## src/rtl/bcd_pkg.sv

```systemverilog
// Shared definitions for the binary-to-BCD conversion path.
// Holds the default widths and the converter state encoding.
package bcd_pkg;

    // Default binary width (matches the div_16 quotient) and BCD digit count
    localparam int BIN_W      = 16;
    localparam int BCD_DIGITS = 5;

    // Counter must be able to hold the full bit count BIN_W
    localparam int CNT_W      = $clog2(BIN_W + 1);

    // Converter control states
    typedef enum logic {
        IDLE = 1'b0,
        CONV = 1'b1
    } bcd_state_t;

endpackage : bcd_pkg

```

## src/rtl/bcd_digit_adj.sv

```systemverilog
// Single-digit double-dabble correction.
// A digit of 5 or more gets +3 so that the following left shift carries
// correctly into the next decimal digit. The largest input seen in practice
// is 9, so the result never exceeds 12 and always fits in 4 bits.
module bcd_digit_adj (
    input  logic [3:0] i_digit,
    output logic [3:0] o_digit
);

    // Add-3 correction whenever the digit would overflow after doubling
    always_comb begin
        o_digit = i_digit;
        if (i_digit >= 4'd5) begin
            o_digit = i_digit + 4'd3;
        end
    end

endmodule : bcd_digit_adj

```

## src/rtl/bin2bcd_16.sv

```systemverilog
// Sequential binary-to-BCD converter (shift-and-add-3, one bit per clock).
// A start pulse in IDLE captures the binary value; WIDTH clocks later the
// packed BCD result is registered, done pulses for one cycle and busy drops.
// The start/done pair mirrors the div_16 handshake so they chain directly.
module bin2bcd_16
    import bcd_pkg::*;
#(
    parameter int WIDTH  = BIN_W,
    parameter int DIGITS = BCD_DIGITS
) (
    input  logic                  clk,
    input  logic                  rst,
    input  logic                  start,
    input  logic [WIDTH-1:0]      bin,
    output logic [4*DIGITS-1:0]   bcd,
    output logic                  busy,
    output logic                  done
);

    // Counter width derived from this instance's WIDTH so it can hold WIDTH
    localparam int CW = $clog2(WIDTH + 1);

    bcd_state_t             r_state;
    logic [WIDTH-1:0]       r_shBin;
    logic [4*DIGITS-1:0]    r_shBcd;
    logic [CW-1:0]          r_cnt;
    logic [4*DIGITS-1:0]    r_bcd;
    logic                   r_busy;
    logic                   r_done;

    logic [4*DIGITS-1:0]    w_adjBcd;
    logic [4*DIGITS-1:0]    w_nextBcd;
    logic [WIDTH-1:0]       w_nextBin;

    // Per-digit add-3 correction; digits are independent of each other
    for (genvar g = 0; g < DIGITS; g++) begin : gen_adj
        bcd_digit_adj u_adj (
            .i_digit (r_shBcd[4*g +: 4]),
            .o_digit (w_adjBcd[4*g +: 4])
        );
    end

    // Concatenated left shift: binary MSB enters bit 0 of the ones digit
    assign w_nextBcd = {w_adjBcd[4*DIGITS-2:0], r_shBin[WIDTH-1]};
    assign w_nextBin = {r_shBin[WIDTH-2:0], 1'b0};

    // Control FSM with counter, shift registers and registered outputs
    always_ff @(posedge clk or posedge rst) begin
        if (rst) begin
            r_state <= IDLE;
            r_shBin <= '0;
            r_shBcd <= '0;
            r_cnt   <= '0;
            r_bcd   <= '0;
            r_busy  <= 1'b0;
            r_done  <= 1'b0;
        end else begin
            case (r_state)
                IDLE: begin
                    r_done <= 1'b0;
                    r_busy <= 1'b0;
                    if (start) begin
                        r_shBin <= bin;
                        r_shBcd <= '0;
                        r_cnt   <= CW'(WIDTH);
                        r_busy  <= 1'b1;
                        r_state <= CONV;
                    end
                end
                CONV: begin
                    r_shBcd <= w_nextBcd;
                    r_shBin <= w_nextBin;
                    r_cnt   <= r_cnt - 1'b1;
                    if (r_cnt == CW'(1)) begin
                        r_bcd   <= w_nextBcd;
                        r_done  <= 1'b1;
                        r_busy  <= 1'b0;
                        r_state <= IDLE;
                    end
                end
                default: begin
                    r_state <= IDLE;
                    r_busy  <= 1'b0;
                    r_done  <= 1'b0;
                end
            endcase
        end
    end

    assign bcd  = r_bcd;
    assign busy = r_busy;
    assign done = r_done;

endmodule : bin2bcd_16

```

## config.mk

```make
export PLATFORM = sky130hd
export DESIGN_NAME = bin2bcd_16
export DESIGN_NICKNAME = d
export VERILOG_FILES = /design/src/rtl/bcd_pkg.sv /design/src/rtl/bcd_digit_adj.sv /design/src/rtl/bin2bcd_16.sv
export SDC_FILE = /design/constraint.sdc
export NUM_CORES = 1
export LEC_CHECK = 0
export ABC_AREA = 1
export BUFFER_PORTS_ARGS = -buffer_cell sky130_fd_sc_hd__buf_2
export CORE_ASPECT_RATIO = 1.25
export CORE_MARGIN = 2
export CORE_UTILIZATION = 48
export DETAILED_ROUTE_END_ITERATION = 8
export GPL_TIMING_DRIVEN = 0
export PLACE_DENSITY = 0.68
export SLEW_MARGIN = 5
export SYNTH_ARGS = -nofsm -noshare
export SYNTH_HDL_FRONTEND = slang
export SYNTH_SLANG_ARGS = --single-unit
```

## constraint.sdc

```tcl
create_clock -name clk -period 2.6 [get_ports clk]
set_input_delay 0.52 -clock clk [delete_from_list [all_inputs] [get_ports clk]]
set_output_delay 0.52 -clock clk [all_outputs]
set_load 0.03 [all_outputs]
```

======== Yosys cells after proc, flatten, opt, wreduce, memory -nomap -nowiden ========
Index checks and enable logic that the tools add are counted.
word-level totals
  bits in registers ....................... 64
  input bits .............................. 19
cells by class
  add/subtract/negate cells ............... 6
  magnitude comparators ................... 5
  equality and inequality tests ........... 3
  mux-type cells .......................... 18
  bitwise gates (word level) .............. 1
  reductions and logical operators ........ 1
operators with widths
  cell                 count
  $pmux 20 s2          1
  $pmux 16 s2          1
  $ge 4x3->1 const B   5
  $mux 20              1
  $add 4x2->4 const B  4
  $mux 16              1
  $mux 4               4
  $pmux 5 s2           1
  $pmux 1 s2           3
  $eq 5x1->1 const B   1
  $mux 5               1
  $sub 5x1->5 const B  1
  $mux 1               4
  $add 3x2->3 const B  1
  $mux 3               1
  $ne 2x1->1 const B   1
  $ne 2x2->1 const B   1
  $reduce_and 2->1     1
  $not 1->1            1

======== Longest topological paths before layout ========
  word-level depth ........................ 3
  mapped depth ............................ 9
  gate-level depth less buffers ........... 9

======== Hierarchy ========
A second synthesis with hierarchy kept.
second synthesis, totals
  cell total of the unflattened synthesis .. 381
  area, all modules ....................... 3340.7 um^2
modules (own cells, without submodules)
  module         instances  cells an instance  area each (um^2)  sequential area each (um^2)
  bin2bcd_16     1          266                2665.1            1601.5
  bcd_digit_adj  5          23                 135.1             0.0

======== Worst setup path after synthesis ========
Ideal clock, no wire load.
  path type ............................... register to register
  start point ............................. register r_cnt[1]
  end point ............................... register r_bcd[16] (netlist: bcd[16])
  setup time .............................. 0.118 ns
  arrival ................................. 1.123 ns
  path slack .............................. 1.359 ns
  stages on the path, launching flop included .. 9
  path buffers ............................ 1
  clock period less this slack ............ 1.241 ns
  cell sequence ........................... dfrtp_1 -> inv_1 -> ha_1 -> nand2_2 -> nor2_8 -> inv_2 -> buf_6 -> nand2_1 -> nand2_1
between the ends
  word-level cells in the longest chain between the ends .. 2
ends and longest elaborated chain
  element                     RTL line          source
  start: declaration          bin2bcd_16.sv:26  logic [CW-1:0] r_cnt;
  start signal: assignment    bin2bcd_16.sv:65  r_cnt <= CW'(WIDTH);
  start signal: assignment    bin2bcd_16.sv:73  r_cnt <= r_cnt - 1'b1;
  $eq 5x1->1                  bin2bcd_16.sv:74  if (r_cnt == CW'(1)) begin
  $reduce_and 2->1 (no line)  n/a
  end signal: assignment      bin2bcd_16.sv:75  r_bcd <= w_nextBcd;
  end: declaration            bin2bcd_16.sv:27  logic [4*DIGITS-1:0] r_bcd;
Every way passes these cells.
A chain may end at the register's enable or synchronous reset.

======== Worst setup path after layout ========
  start point ............................. register r_cnt[1]
  end point ............................... register r_bcd[14] (netlist: bcd[14])
Same word-level chain as after synthesis.

==> results summary <==
The flow ran to the end, and the final reports show no timing, DRC or antenna violations. For this run, the leading register cell type out of synthesis is dfrtp_1. The tree is rooted in a clkbuf_8. The number of flops mapped to enable cells by yosys is 0. The via count came out at 2580. The first global-routing pass estimated around 12000 µm of wire. The standby leakage power is between 1.5 and 2 nW. The number of buffer cells added on primary ports came out at 40. The post-synthesis area per instance came out at approximately 8.3 µm². The worst hold path belongs to the class in2async. The number of endpoints with negative hold slack in the final report is 0. Sorting the synthesized cells by area gives the leading types as dfrtp_1 52%, nand2_1 18%, nand3_1 8.7%. The worst path arrival time is 1.68 ns. Across the run, the number of max-cap violations was 0. For the worst-skew pair, the clock arrives at the later sink with an insertion delay of approximately 0.34 ns. The row count is 32. The flop and latch count out of synthesis is 64. The chip width came out at 75.8 µm.

The worst setup slack after placement is roughly 1.1 ns. In this design, the critical path's most frequently occurring cell is nand2_1. After legalization and detailed placement, the total HPWL measured 4560 µm. The number of buffers inserted during clock tree synthesis came out at 9. The worst setup path is launched from a register. Dividing the detail-routed wire length by the instance count gives 13.0 µm. The fill cell total of the finished layout is 560.

The via count of the first global-routing pass came to ~2600. The area of the die is roughly 7000 µm². Global routing used approximately a fifth of the available tracks across all layers. The overall power came out at just under 0.005 W. The maximum resistive drop on vdd came out at 0.000517 V. The number of pins with negative max-slew slack in the final report came to 0. The count of TritonRoute iterations in the first routing pass is 4. The most common cell in the synthesized netlist is nand2_1. The largest total area in the synthesized netlist belongs to dfrtp_1. Excluding fillers, the count of instances in the completed layout stands at about 510.

The largest fanout of any net on the critical path came out at 10. The synthesis-to-layout area growth came out at 16.0%. The worst setup path category is reg2reg. The worst setup skew after layout is ~0.0044 ns.

The number of different library cells in the post-synthesis netlist came out at 22. The total nets after synthesis came out at roughly 400. The critical path buffer and inverter count came out at 3. The required time of the critical path came out at between 2 and 3 ns. The ratio of cells with drive above 1 in the final layout came out at 17.8%. The total placed cells including tap cells is between 400 and 500. The number of hold buffers added after cts is 0. The share of synthesized area in the top cell type comes to 51.7%. The number of standard cells after synthesis came out at 371. The worst path needs roughly 1.4 ns of the cycle, external delays included. For this run, design rule violations remaining after detail routing come to 0. The worst slew margin relative to its limit is approximately 47%. The last weighted congestion value of the routability-driven placer came out at between 0.8 and 0.9. The share of the Yosys chip area taken by registers is approximately 52%. The signal on the critical path passes through inv_1 > ha_1 > nand2_2 > nor2_8 > inv_2 > buf_6 > nand2_1 > nand2_1. The number of clock sinks came out at between 60 and 70. The timing-limited maximum frequency is roughly 700 MHz. The critical path's largest stage delay came out at between 0.3 and 0.4 ns. The die boundary height came out at roughly 94 µm. Grouping stages by cell kind, the critical path spends the most delay in buffers and inverters. Once detail routing completed, the nets flagged for antenna violations numbered 0. The starting density of the core came out at ~50%. The count of nets after finishing is ~450. The clock tree from TritonCTS is yes. The post-synthesis instance area came out at slightly above 3000 µm². Final hold analysis gives a worst-case slack of ~0.30 ns. The DRC violation total after the first TritonRoute iteration came out at about 110.

The clock passes through at most 2 buffers. Among all stages on the critical path, the largest delay is contributed by dfrtp_1. The number of ports placed on the die boundary came out at just over 40.

The total congestion overflow after global routing is 0. The areal power density over the cells came out at ~1400 nW/µm². The number of antenna violations at the first check in global routing is 0. After synthesis, the most frequently instantiated cells are 147 x nand2_1, 64 x dfrtp_1, 54 x nand3_1. Entering global routing, the biggest net connects 65 pins. The worst setup path is captured at a register. The transition time of the tightest slew-check pin is 0.796 ns. The post-synthesis async set-or-reset flop share is 100%.

In the finished design, the share of the clock period the worst path needs comes to between 50% and 60%. Once the clock tree was built, the setup fixing pass inserted 0 buffers. Once the clock tree was built, the resizer swapped 0 gates to a different size. The number of diodes added for antenna fixing is 0. The setup slack after layout is ~1.2 ns. The area of the core is roughly 6200 µm². The Yosys step of the flow raised 0 warnings.

The register clock-pin slew on the reported worst setup and hold paths came out at ~0.07 ns. The H-tree was split into 3 levels. The final routed wirelength across all metal layers came out at roughly 6600 µm. Setup repair after global routing left no endpoint under its margin. The mean number of vias per cell is 5.04. Setup violations remaining at the end of the flow were counted as 0.
flip-flops by register name, summed over array words and instances, names as in the netlist:
name,flops
bcd,20
r_shBcd,20
r_shBin,16
r_cnt,5
busy,1
done,1
r_state,1
cells by family after synthesis:
kind of cell / Yosys count / share of synthesized area, %
simple gates: 220 / 30.4
flops: 64 / 51.7
buf+inv: 44 / 6.83
compound gates: 31 / 6.18
fa+ha+maj: 12 / 4.85
cell usage in the layout (no fill, tap or decap), types with 4 or more instances in the layout:
cell	Yosys	final
nand2_1	147	147
dfrtp_1	64	64
nand3_1	54	54
buf_2	2	42
inv_1	30	29
o21ai_0	16	16
ha_1	12	12
clkbuf_8	0	12
nand4_1	8	8
o22ai_1	6	6
nor2_1	5	5
clkbuf_1	3	5
buf_6	4	4
o21ai_2	4	4
cell type report:
cell class | instances | area, µm² | share of cell area [%]
Sequential cell | 64 | 1600 | 44.6
Multi-Input combinational cell | 263 | 1280 | 35.7
Timing Repair Buffer | 40 | 200 | 5.57
Clock buffer | 14 | 173 | 4.81
Inverter | 32 | 125 | 3.48
Tap cell | 85 | 106 | 2.96
Buffer | 12 | 88.8 | 2.47
Clock inverter | 2 | 12.5 | 0.348
per-stage QoR:
stage	setup TNS (ns)	area (µm²)	util (%)
detailed placement	0	3410	54.9
CTS	0	3590	57.9
floorplan	0	3100	-
global route	0	3590	57.9
finish	0	3590	57.9
global placement	-21.03	3400	54.8
worst paths after layout:
| check | startpoint | endpoint | slack, ns | cells past startpoint |
|---|---|---|---|---|
| max in group asynchronous | rst | r_shBcd[15] | 1.74 | 2 |
| max | r_cnt[1] | bcd[14] | 1.15 | 8 |
| min | rst | bcd[17] | 0.30 | 2 |
| min in group clk | bin[9] | r_shBin[9] | 0.39 | 3 |
| max reg2reg | r_cnt[1] | bcd[14] | 1.15 | 8 |
| min reg2reg | bcd[8] | bcd[8] | 0.47 | 2 |
metal layers:
metal	global-route usage [%]	routed length, µm	vias up
met3	4.18	292	10
li1	-	-	1310
met5	0	0	-
met2	34.9	3230	64
met1	26.4	3000	1196
met4	10.5	113	0
where the power goes:
group	internal (W)	total, W	switching, W
registers	0.00147	0.00176	0.000294
logic	0.000776	0.00234	0.00157
clock network	0.000424	0.000797	0.000373
(Power assumes the default switching activity.)
